[src/rtl/safety_island_timer_array.sv]
// Multi-channel timer: per-channel prescaler, up-counter, compare match and
// overflow detection with level interrupts, behind a single-cycle register port.
module safety_island_timer_array #(
    parameter int unsigned NumTimers  = 1,
    parameter int unsigned CntWidth   = 32,
    parameter int unsigned PrescWidth = 8,
    parameter int unsigned AddrWidth  = 16
) (
    input  logic                   clk_i,
    input  logic                   rst_i,
    input  logic                   reg_valid_i,
    input  logic                   reg_write_i,
    input  logic [AddrWidth-1:0]   reg_addr_i,
    input  logic [31:0]            reg_wdata_i,
    output logic [31:0]            reg_rdata_o,
    output logic                   reg_error_o,
    output logic                   reg_ready_o,
    output logic [2*NumTimers-1:0] irq_o
);

    localparam int unsigned ChW = (NumTimers > 1) ? $clog2(NumTimers) : 1;
    localparam logic [AddrWidth:0] WinEnd = (AddrWidth + 1)'(16 * NumTimers);

    logic           addr_bad;
    logic           wr_ok;
    logic           rd_ok;
    logic [ChW-1:0] ch_idx;
    logic [1:0]     reg_sel;
    logic           unused_wdata;

    logic [31:0] rd_ctrl   [NumTimers];
    logic [31:0] rd_count  [NumTimers];
    logic [31:0] rd_cmp    [NumTimers];
    logic [31:0] rd_status [NumTimers];

    assign addr_bad     = ({1'b0, reg_addr_i} >= WinEnd) || (reg_addr_i[1:0] != 2'b00);
    assign wr_ok        = reg_valid_i && reg_write_i && !addr_bad;
    assign rd_ok        = reg_valid_i && !reg_write_i && !addr_bad;
    assign ch_idx       = reg_addr_i[4 +: ChW];
    assign reg_sel      = reg_addr_i[3:2];
    assign reg_error_o  = reg_valid_i && addr_bad;
    assign reg_ready_o  = 1'b1;
    // Only the low bits of the write data land in registers.
    assign unused_wdata = ^reg_wdata_i;

    for (genvar g = 0; g < NumTimers; g++) begin : g_ch
        logic                  en, autoreload, oneshot, cmp_ie, ovf_ie;
        logic                  cmp_pend, ovf_pend;
        logic [PrescWidth-1:0] presc, pc;
        logic [CntWidth-1:0]   count, compare, count_next;
        logic                  sel, wr_ctrl, wr_count, wr_cmp, wr_status;
        logic                  tick, match, all_ones, cmp_set, ovf_set;

        assign sel       = wr_ok && (ch_idx == ChW'(g));
        assign wr_ctrl   = sel && (reg_sel == 2'd0);
        assign wr_count  = sel && (reg_sel == 2'd1);
        assign wr_cmp    = sel && (reg_sel == 2'd2);
        assign wr_status = sel && (reg_sel == 2'd3);

        assign tick     = en && (pc == presc);
        assign match    = (count == compare);
        assign all_ones = &count;

        // Tick-driven counter update and event flags.
        always_comb begin
            count_next = count;
            cmp_set    = 1'b0;
            ovf_set    = 1'b0;
            if (tick) begin
                if (match) begin
                    cmp_set = 1'b1;
                    if (autoreload) begin
                        count_next = '0;
                    end else begin
                        count_next = count + CntWidth'(1);
                        ovf_set    = all_ones;
                    end
                end else begin
                    count_next = count + CntWidth'(1);
                    ovf_set    = all_ones;
                end
            end
        end

        // Channel state; software writes win over the tick except for flag sets.
        always_ff @(posedge clk_i or posedge rst_i) begin
            if (rst_i) begin
                en         <= 1'b0;
                autoreload <= 1'b0;
                oneshot    <= 1'b0;
                cmp_ie     <= 1'b0;
                ovf_ie     <= 1'b0;
                presc      <= '0;
                pc         <= '0;
                count      <= '0;
                compare    <= '0;
                cmp_pend   <= 1'b0;
                ovf_pend   <= 1'b0;
            end else begin
                if (wr_ctrl) begin
                    en         <= reg_wdata_i[0];
                    autoreload <= reg_wdata_i[1];
                    oneshot    <= reg_wdata_i[2];
                    cmp_ie     <= reg_wdata_i[3];
                    ovf_ie     <= reg_wdata_i[4];
                    presc      <= reg_wdata_i[8 +: PrescWidth];
                end else if (tick && match && oneshot) begin
                    en <= 1'b0;
                end

                if (!en || wr_ctrl || tick) begin
                    pc <= '0;
                end else begin
                    pc <= pc + PrescWidth'(1);
                end

                count <= wr_count ? reg_wdata_i[CntWidth-1:0] : count_next;
                if (wr_cmp) begin
                    compare <= reg_wdata_i[CntWidth-1:0];
                end

                cmp_pend <= (cmp_pend && !(wr_status && reg_wdata_i[0])) || cmp_set;
                ovf_pend <= (ovf_pend && !(wr_status && reg_wdata_i[1])) || ovf_set;
            end
        end

        assign rd_ctrl[g]   = {{(24 - PrescWidth){1'b0}}, presc, 3'b000,
                               ovf_ie, cmp_ie, oneshot, autoreload, en};
        assign rd_count[g]  = 32'(count);
        assign rd_cmp[g]    = 32'(compare);
        assign rd_status[g] = {30'd0, ovf_pend, cmp_pend};

        assign irq_o[2*g]   = cmp_pend && cmp_ie;
        assign irq_o[2*g+1] = ovf_pend && ovf_ie;
    end

    // Combinational read mux; zero unless a valid, in-range read is active.
    always_comb begin
        reg_rdata_o = '0;
        if (rd_ok) begin
            for (int i = 0; i < NumTimers; i++) begin
                if (ch_idx == ChW'(i)) begin
                    case (reg_sel)
                        2'd0:    reg_rdata_o = rd_ctrl[i];
                        2'd1:    reg_rdata_o = rd_count[i];
                        2'd2:    reg_rdata_o = rd_cmp[i];
                        default: reg_rdata_o = rd_status[i];
                    endcase
                end
            end
        end
    end

endmodule

[config.mk]
export PLATFORM = sky130hd
export DESIGN_NAME = safety_island_timer_array
export DESIGN_NICKNAME = d
export VERILOG_FILES = /design/src/rtl/safety_island_timer_array.sv
export SDC_FILE = /design/constraint.sdc
export NUM_CORES = 1
export LEC_CHECK = 0
export CORE_ASPECT_RATIO = 0.75
export CORE_MARGIN = 3
export CORE_UTILIZATION = 35
export CTS_CLUSTER_SIZE = 28
export DETAILED_ROUTE_END_ITERATION = 12
export GPL_TIMING_DRIVEN = 0
export PLACE_DENSITY = 0.58
export SYNTH_ARGS = -nofsm -noshare
export SYNTH_HDL_FRONTEND = slang
export SYNTH_SLANG_ARGS = --single-unit
[constraint.sdc]
create_clock -name clk_i -period 3.8 [get_ports clk_i]
set_clock_uncertainty 0.2 [all_clocks]
set_input_delay 0.38 -clock clk_i [delete_from_list [all_inputs] [get_ports clk_i]]
set_output_delay 0.38 -clock clk_i [all_outputs]
set_load 0.05 [all_outputs]
; Yosys cells after proc, flatten, opt, wreduce, memory -nomap -nowiden
; Index checks and enable logic that the tools add are counted.
[op_classes]
muxes = 15
n_bitwise = 1
n_addsub = 2
order_cmp = 1
n_eq_ne = 5
reduce_logical = 34
[op_table]
columns = cell, count
row1 = $mux W32, 6
row2 = $pmux W32 S3, 1
row3 = $add A32 B1 Y32 const B, 1
row4 = $eq A32 B32 Y1, 1
row5 = $reduce_and A32 Y1, 1
row6 = $logic_and A1 B1 Y1, 19
row7 = $ge A16 B5 Y1 const B, 1
row8 = $add A8 B1 Y8 const B, 1
row9 = $eq A8 B8 Y1, 1
row10 = $mux W8, 1
row11 = $mux W1, 7
row12 = $reduce_bool A2 Y1, 3
row13 = $logic_not A1 Y1, 5
row14 = $logic_or A1 B1 Y1, 5
row15 = $eq A2 B2 Y1 const B, 2
row16 = $eq A2 B1 Y1 const B, 1
row17 = $logic_not A2 Y1, 1
row18 = $not A1 Y1, 1
[word_totals]
output_inout_bits = 36
reg_bits = 87
wordCells = 69
in_bits = 52

; Longest topological paths before layout
; Gate-level depths: netlist (run 1).
[depth]
depth_word = 10
mapped_depth = 8
depth_no_buf = 7

; Worst setup path after synthesis (run 1)
; Ideal clock, no wire load.
[synth_path]
path_type = in2out
startpoint = input port reg_addr_i[8]
endpoint = output port reg_rdata_o[10]
slack_ps = 873
n_path_buf = 1
path_stages = 6
required_time_ps = 3220
t_arrival_ps = 2347
cell_sequence = nor4_4 > nand4_4 > or3_1 > a211o_1 > clkbuf_1 > nor2_1
[synth_between]
elab_chain_len = 5
[synth_rtl]
columns = element, line
row1 = from (decl), 13  ; input logic [AddrWidth-1:0] reg_addr_i,
row2 = $ge A16 B5 Y1, 36  ; assign addr_bad = ({1'b0, reg_addr_i} >= WinEnd) || (reg_addr_i[1:0] != 2'b00);
row3 = $logic_or A1 B1 Y1, 36
row4 = $logic_not A1 Y1, 38  ; assign rd_ok = reg_valid_i && !reg_write_i && !addr_bad;
row5 = $logic_and A1 B1 Y1, 38
row6 = $mux W32, 140  ; if (rd_ok) begin
row7 = to (decl), 15  ; output logic [31:0] reg_rdata_o,
; Every way passes these cells.

; Worst setup path in the final report (run 1)
[layout_path]
startpoint = input port reg_addr_i[4]
endpoint = output port reg_rdata_o[15]
[layout_between]
elab_chain_len = 5
word_cells_on_any_way = 6
classes_between = order compare: 1 / mux: 2 / reduce/logical: 3
[layout_rtl]
columns = element, line
row1 = $ge A16 B5 Y1, 36
row2 = $logic_or A1 B1 Y1, 36
row3 = $logic_not A1 Y1, 38
row4 = $logic_and A1 B1 Y1, 38
row5 = $mux W32 (*), 140
; Mark *: on every way between the ends. The rest lies on a longest branch, timed or not.

==> impl.org, run 1 <==
** Global route
- The number of antenna violations at the first check in global routing is 0.
- Remaining Overflow, GRT :: 0
- Entering global routing, the biggest net connects 57 pins.
- The first global-routing pass estimated between 30 and 40 mm of wire.
- The via count of the first global-routing pass came to between 5000 and 6000.
- Global routing used between 20% and 30% of the available tracks across all layers.

** Routing
- For this run, design rule violations remaining after detail routing come to 0.
- The routed design has 19.5 mm of wire.
- Using the TritonRoute via totals, the vias-per-cell ratio works out to between 5 and 6.
- Per-cell routed wire length :: about 21 um
- The detailed router finished its first iteration with ~590 violations.
- Remaining antenna violation count :: 0
- Across all layers, the routed design uses around 5400 vias.
- Initial DRT Pass Iterations :: 5

** Clocking
- Buffers inserted during clock tree synthesis total 9.
- For this design, the sink count on the clock tree is 87.
- CTS tree :: yes
- Source-to-sink clock delay at the later pin of the worst-skew pair :: between 0.3 and 0.4 ns
- Number of post-CTS setup repair buffers :: 0
- Hold buffer count at cts :: 0
- Clock-pin slew was measured on the worst setup and hold paths at about 0.070 ns.
- Clock Root Buffer :: sky130_fd_sc_hd__clkbuf_16
- CTS built an H-tree with a depth of 3.
- The clock passes through at most 2 buffers.

** Yosys
- In this run, distinct cell masters in the synthesized netlist total 51.
- Xor/xnor share of the synthesized area :: between 7 and 8%
- Count of flip-flops with a built-in enable after synthesis :: 0
- Number of nets produced by synthesis :: about 700
- YS warnings :: 0
- By area, the combinational part of the netlist is dominated by simple AND/OR/NAND/NOR gates.
- After synthesis, the mean cell area works out to about 9.0 sq um.
- Fraction of the mapped netlist area in simple logic gates :: approximately a quarter
- Seq/Total Area, Yosys :: roughly two fifths
- Main flop type after synthesis :: sky130_fd_sc_hd__dfrtp_1
- After synthesis, the share of flip-flops with an asynchronous set or reset is 100%.
- Cell count after synthesis :: around 630
- Share of synthesized cell area in full adder, half adder and majority cells :: less than 1%
- After synthesis the cells add up to around 5700 sq um.
- The portion of synthesized area spent on multiplexers is a little under an eighth.
- The synthesized netlist devotes about 11% of its cell area to compound gates.
- After synthesis the netlist holds a flip-flop and latch count of slightly below 90.

** Placed design
- Port buffering added 86 buffers.
- Final estimated routing congestion in global placement :: 0.930
- Detailed placement finished with a half-perimeter wire length of approximately 14 mm.

** Setup path
- In this run the critical register-to-register path is launched from g_ch[0].count[0].
- Arrival time reported for the critical path endpoint :: approximately 3.1 ns
- Setup slack, reg-to-reg :: between 0.8 and 0.9 ns
- Critical path capture point type :: output pin
- Critical Path Fanout Max :: 10
- Number of cells on the worst reg-to-reg path :: 6
- Critical path class :: in -> out
- The worst setup path is launched from a primary input.
- In this run the critical register-to-register path is captured at g_ch[0].ovf_pend.
- Worst path required time :: between 3 and 4 ns

** Floorplanning
- Row generation in the floorplan step produced 39 rows.
- Once the floorplan was initialized, standard cells occupied a little over a third of the core.
- Die extent in y :: 116 um
- Boundary pin count :: 88
- Core Region :: approximately 16000 sq um
- X dimension of the die :: between 150 and 200 um
- The die covers 17700 sq um.

** Run
- Max-capacitance violation count :: 0

** Timing
- Setup repair after global routing left no endpoint under its margin.
- The worst path uses a little over nine tenths of the clock period.
- Actual transition at the worst max-transition pin :: between 0.9 and 1 ns
- The count of final hold-check violations came to 0.
- Max transition margin :: between 30% and 40%
- Based on the critical path, the design can be clocked at up to roughly 0.27 GHz.
- Setup total negative slack on the finished layout was measured at 0 ns.
- Final Slew Violations :: 0
- The smallest clock period supported by the final layout is computed as 3.68 ns.
- Count of endpoints failing setup in the final report :: 0
- Final hold slack :: between 0.15 and 0.2 ns

** Layout
- Most common library cell in the layout ignoring fill and taps :: sky130_fd_sc_hd__dfrtp_1
- In the final design database the tool counted a little under 800 nets.
- Area added between synthesis and finish :: 25.9%
- The number of antenna diodes in the final layout is 0.
- The library cells used most frequently in the layout, excluding fill and tap cells, are 87 x sky130_fd_sc_hd__dfrtp_1, 73 x sky130_fd_sc_hd__nor2_1, 55 x sky130_fd_sc_hd__clkdlybuf4s50_1.
- Fraction of final layout cells with drive strength greater than 1 :: ~15%

** Power
- Power Density :: 336 nW/um^2
- P_leak :: about 3.3 nW
- The worst-case IR drop observed on VDD is between 0.2 and 0.3 mV.

** Hold path
- HP Class :: in -> async

** Status
- The flow ran to the end, and the final reports show no timing, DRC or antenna violations.
-- cell type report --
| type | instances | area [sq um] |
|---|---|---|
| Buffer | 53 | 250 |
| Clock buffer | 10 | 239 |
| Clock inverter | 6 | 45.0 |
| Fill cell | 1526 | 8390 |
| Inverter | 8 | 32.5 |
| Multi-Input combinational cell | 480 | 3210 |
| Sequential cell | 87 | 2180 |
| Tap cell | 205 | 256 |
| Timing Repair Buffer | 87 | 917 |
-- through the flow --
step                      total power [mW]  cells  utilization, %  setup WS (ns)  instance area [sq um]
after global placement                1.50    919            43.7         -0.616                   6770
final                                 2.39    936            45.9          0.117                   7120
after floorplan                       1.35    628               -          0.873                   5660
after CTS                             2.39    936            45.6         0.0192                   7080
after detailed placement              1.52    920            43.8         -0.357                   6800
after global routing                  2.48    936            45.9         0.0108                   7120
-- layer usage --
metal  vias to the layer above  track usage (%)  share of wire (%)  wire, um
met2                       237             33.4                 42      8290
li1                       2449                -                  -         -
met4                         0             4.75                1.4       272
met1                      2656             32.1                 47      9260
met3                        24             5.22                8.7      1700
met5                         -                0                  0         0
-- synth_stat cells, types with 9 or more instances --
library cell | count | area (sq um)
sky130_fd_sc_hd__a21oi_1 | 20 | 100
sky130_fd_sc_hd__a22oi_1 | 21 | 158
sky130_fd_sc_hd__a31oi_1 | 14 | 87.6
sky130_fd_sc_hd__and3_1 | 16 | 100
sky130_fd_sc_hd__buf_2 | 22 | 110
sky130_fd_sc_hd__clkbuf_1 | 24 | 90.1
sky130_fd_sc_hd__dfrtp_1 | 87 | 2180
sky130_fd_sc_hd__mux2_2 | 37 | 417
sky130_fd_sc_hd__mux2i_1 | 11 | 110
sky130_fd_sc_hd__nand2_1 | 51 | 191
sky130_fd_sc_hd__nand3_1 | 44 | 220
sky130_fd_sc_hd__nand4_1 | 19 | 119
sky130_fd_sc_hd__nor2_1 | 73 | 274
sky130_fd_sc_hd__nor3_1 | 13 | 65.1
sky130_fd_sc_hd__nor4_1 | 16 | 100
sky130_fd_sc_hd__o21ai_0 | 18 | 90.1
sky130_fd_sc_hd__o21ai_1 | 9 | 45.0
sky130_fd_sc_hd__xnor2_1 | 41 | 359
-- logic make-up after synthesis --
family / Yosys count
simple gates: 274
compound gates: 99
flops: 87
buf+inv: 61
mux: 56
xor+xnor: 48
fa+ha+maj: 2
other cells: 1
-- sequential cells by signal, summed over array words and instances (netlist names) --
signal           cells
g_ch.compare        32
g_ch.oneshot         1
g_ch.pc              8
g_ch.presc           8
g_ch.cmp_ie          1
g_ch.ovf_pend        1
g_ch.cmp_pend        1
g_ch.autoreload      1
g_ch.ovf_ie          1
g_ch.en              1
g_ch.count          32
-- critical path: stages --
cell and delay, ns:
sky130_fd_sc_hd__clkdlybuf4s50_1 0.56, sky130_fd_sc_hd__nor4_4 0.24, sky130_fd_sc_hd__nand4_4 0.18, sky130_fd_sc_hd__or3_1 0.44
sky130_fd_sc_hd__a211o_1 0.29, sky130_fd_sc_hd__clkbuf_1 0.28, sky130_fd_sc_hd__nor2_1 0.18, sky130_fd_sc_hd__dlygate4sd2_1 0.54
-- repair_timing --
action                     CTS  global route
setup endpoints to repair   31            28
resized for setup           16            33
cloned                       0             0
-- power breakdown --
| group | internal, mW | total (mW) | switching, mW |
|---|---|---|---|
| Sequential | 0.972 | 1.02 | 0.0461 |
| Clock | 0.464 | 0.870 | 0.406 |
| Combinational | 0.212 | 0.505 | 0.294 |
-- worst max-delay path by stage --
stage / startpoint / endpoint / slack [ns] / depth (start not counted)
6_report: reg_addr_i[4] / reg_rdata_o[15] / 0.12 / 8
5_1_grt: reg_addr_i[4] / reg_rdata_o[9] / 0.01 / 8
4_1_cts: reg_addr_i[4] / reg_rdata_o[20] / 0.02 / 7
3_5_place_dp: reg_addr_i[2] / reg_rdata_o[23] / -0.36 / 8
3_3_place_gp: rst_i / g_ch[0].compare[28] / -0.62 / 2
2_1_floorplan: reg_addr_i[8] / reg_rdata_o[10] / 0.87 / 6
No activity file was read; power rests on OpenSTA's default activity.
==> run 2, diff against run 1 <==
--- a/config.mk
+++ b/config.mk
@@ -11,7 +11,7 @@
 export CTS_CLUSTER_SIZE = 28
 export DETAILED_ROUTE_END_ITERATION = 12
 export GPL_TIMING_DRIVEN = 0
-export PLACE_DENSITY = 0.58
+export PLACE_DENSITY = 0.56
 export SYNTH_ARGS = -nofsm -noshare
 export SYNTH_HDL_FRONTEND = slang
 export SYNTH_SLANG_ARGS = --single-unit
==> run 2 against run 1 <==
Net effect:
- worst hold slack better by 0.028 ns
- worst setup slack improved by 0.052 ns
- critical path depth fell by 1
- clock power is 2.3% lower
- cell count did not move
- flip-flop and latch count stayed put
- via count shrank 1.3%
- count of clock-buffer cells in the layout increased by 2
- maximum frequency rose by 1.4%
- final area is 0.61% lower
- global-route usage about the same
- combinational power about the same
- largest cell class unchanged
- largest power group unchanged
==> impl.org, run 2 (synthesis gave the netlist of run 1 again) <==
** Hold path
- In this run the worst hold path is classified as in -> async.

** Timing
- Max transition margin :: 34.0% (-4.4 points)
- Post-route fraction of the period consumed by the critical path :: 95.6% (-1.4 points)
- Setup ws final :: 0.169 ns (+0.0517 ns)
- Crit path time final :: 3.63 ns (-0.0517 ns)
- The fmax is 0.275 GHz (+1.4%).
- Final Slew Violations :: 0 (unchanged)
- Actual transition at the worst max-transition pin :: 0.982 ns (+0.0692 ns)
- Setup repair after global routing left no endpoint under its margin.
- The count of final hold-check violations came to 0 (unchanged).
- Count of endpoints failing setup in the final report :: 0 (unchanged)

** Floorplanning
- The starting density of the core is 36.5% (unchanged).
- The number of standard-cell rows in the floorplan is 39 (unchanged).
- Die footprint :: 17700 sq um (unchanged)
- The area inside the core boundary is 15500 sq um (unchanged).
- Die extent in y :: 116 um (unchanged)
- Boundary pin count :: 88 (unchanged)
- X dimension of the die :: 153 um (unchanged)

** Power
- The net switching share of the total power is 30.5% (-0.65 points).
- Power Density :: 335 nW/um^2 (-0.30%)
- The peak supply drop came to 0.198 mV (-24%).
- The part of the total power dissipated in the clock network came to 35.8% (-0.5 points).
- Net switching component of the power :: 0.723 mW (-3.0%)
- The portion of total power attributed to sequential cells was 42.8% (+0.2 points).
- The cell-internal power is 1.65 mW (about the same).
- Portion of total power attributed to combinational logic :: 21.4% (+0.3 points)
- P_leak :: 3.26 nW (-0.59%)
- Post-route total power :: 2.37 mW (-0.91%)

** Routing
- Initial drt markers :: 462 (-22%)
- The length of the first detailed-routing pass in iterations was 5 (unchanged).
- The post-detailed-route count of antenna-violating nets was 0 (unchanged).
- Via-per-instance ratio :: 5.66 (-1.3%)
- The total routed wirelength was 19.5 mm (-0.16%).
- The average wire per standard cell came to 20.8 um (-0.16%).
- The post-route DRC violation count is 0 (unchanged).
- The number of vias in the routed layout is 5297 (-1.3%).

** Global route
- The total routing usage reported by global routing is 22.0% (+0.046 points).
- The overall overflow remaining after global route came to 0 (unchanged).
- Wire length of the first global-routing pass :: 30.1 mm (-0.37%)
- The number of antenna violations at the first check in global routing is 0 (unchanged).
- Vias in the first global route :: 5104 (-2.3%)
- The pin count of the biggest net entering global routing came to 53 (-7.0%).

** Setup path
- Startpoint types :: primary input
- The required time at the endpoint of the critical path is 3.22 ns (about the same).
- The arrival time reported for the critical path endpoint is 3.05 ns (-0.05 ns).
- Critical path capture point type :: output pin
- The worst setup path is of the in -> out kind.
- Critical Path Fanout Max :: 7 (-3)

** Run
- Max-capacitance violation count :: 0 (unchanged)

** Placed design
- Final estimated routing congestion in global placement :: 0.935 (+0.59%)
- The cell area after placement is 6800 sq um (unchanged).
- The worst setup timing slack at the placement stage is -0.325 ns (+0.0312 ns).
- The placed wire-length estimate after detailed placement was 14.5 mm (-0.21%).
- Port buffer count :: 86 (unchanged)

** Layout
- The final instance area came to 7080 sq um (-0.61%).
- Nets :: 780 (unchanged)
- Fraction of final layout cells with drive strength greater than 1 :: 15.3% (+0.55 points)
- In the layout the commonest cells are 87 x sky130_fd_sc_hd__dfrtp_1, 73 x sky130_fd_sc_hd__nor2_1, 56 x sky130_fd_sc_hd__clkdlybuf4s50_1.
- Most common library cell in the layout ignoring fill and taps :: sky130_fd_sc_hd__dfrtp_1
- Regs by FF count :: g_ch.compare x32, g_ch.count x32
- Relative to the synthesized area, the layout overhead comes to 25.1%.
- The antenna diode count is 0 (unchanged).

** Clocking
- The number of buffers inserted by hold repair at cts was 0 (unchanged).
- The insertion delay to the later sink of the worst-skew pair was 0.35 ns (about the same).
- Clock transition at the registers of the reported paths :: 0.06 ns (about the same)
- CTS tree :: yes
- The post-CTS setup-driven buffer insertion count came to 0 (unchanged).
- Clock Root Buffer :: sky130_fd_sc_hd__clkbuf_16
- The CTS buffer count was 9 (unchanged).
- The number of levels the H-tree was split into came to 3 (unchanged).
- The clock sink total was 87 (unchanged).
- The largest buffer count on any clock path came to 2 (unchanged).

** Status
- The flow ran to the end, and the final reports show no timing, DRC or antenna violations.
==> run 2: worst max-delay path, stage by stage <==
cell                              delay (ns)
sky130_fd_sc_hd__clkdlybuf4s50_1        0.44
sky130_fd_sc_hd__nor4_4                 0.36
sky130_fd_sc_hd__nand4_4                0.20
sky130_fd_sc_hd__or3_1                  0.43
sky130_fd_sc_hd__a211o_1                0.27
sky130_fd_sc_hd__nor2_1                 0.14
sky130_fd_sc_hd__clkdlybuf4s50_1        0.82
==> run 2: metrics by stage <==
stage,setup TNS [ns],instances,utilization (%),hold WS [ns]
2_1_floorplan,0,628,-,0.254
3_3_place_gp,-61.07,919,43.7,0.304
3_5_place_dp,-5.91,920,43.8,0.286
4_1_cts,0,936,45.6,0.242
5_1_grt,0,936,45.6,0.266
6_report,0,936,45.6,0.225
==> run 2: power by group through the flow <==
stage	Sequential, mW	Combinational, mW	Clock [mW]
2_1_floorplan	1.02	0.330	0
3_3_place_gp	1.03	0.482	0
3_5_place_dp	1.03	0.493	0
4_1_cts	1.01	0.499	0.872
5_1_grt	1.02	0.551	0.899
6_report	1.01	0.508	0.850
==> run 2: worst paths after layout <==
path                              startpoint                  end  slack, ns  cells past startpoint
setup / recovery               reg_addr_i[1]       reg_rdata_o[2]       0.17                      7
hold / removal                         rst_i  g_ch[0].compare[13]       0.22                      2
setup reg to reg           g_ch[0].count[25]     g_ch[0].count[2]       0.94                      6
hold reg to reg             g_ch[0].ovf_pend     g_ch[0].ovf_pend       0.31                      1
max in group asynchronous              rst_i  g_ch[0].compare[29]       2.52                      3
min in group clk_i          g_ch[0].ovf_pend     g_ch[0].ovf_pend       0.31                      1
==> run 2: timing repair <==
item / 4_1_cts / 5_1_grt
pin swaps: 0 / 0
hold endpoints to repair: 0 / 0
setup endpoints to repair: 31 / 28
gates resized for setup: 16 / 38
==> run 2: final cells by class <==
cell class | instances | area, sq um
fillers | 1573 | 8440
multi-input cells | 480 | 3210
flip-flops and latches | 87 | 2180
repair buffers | 87 | 881
well taps | 205 | 256
plain buffers | 53 | 249
clock buffers | 12 | 246
inverters | 8 | 32.5
clock inverters | 4 | 31.3
==> run 2: metal layers <==
metal  up-vias  GRT usage (%)  share of wire [%]
met3        30           4.93                7.2
met2       228           31.9                 41
met4         0           5.70                1.6
met5         -              0                  0
met1      2590           33.2                 50
li1       2449              -                  -
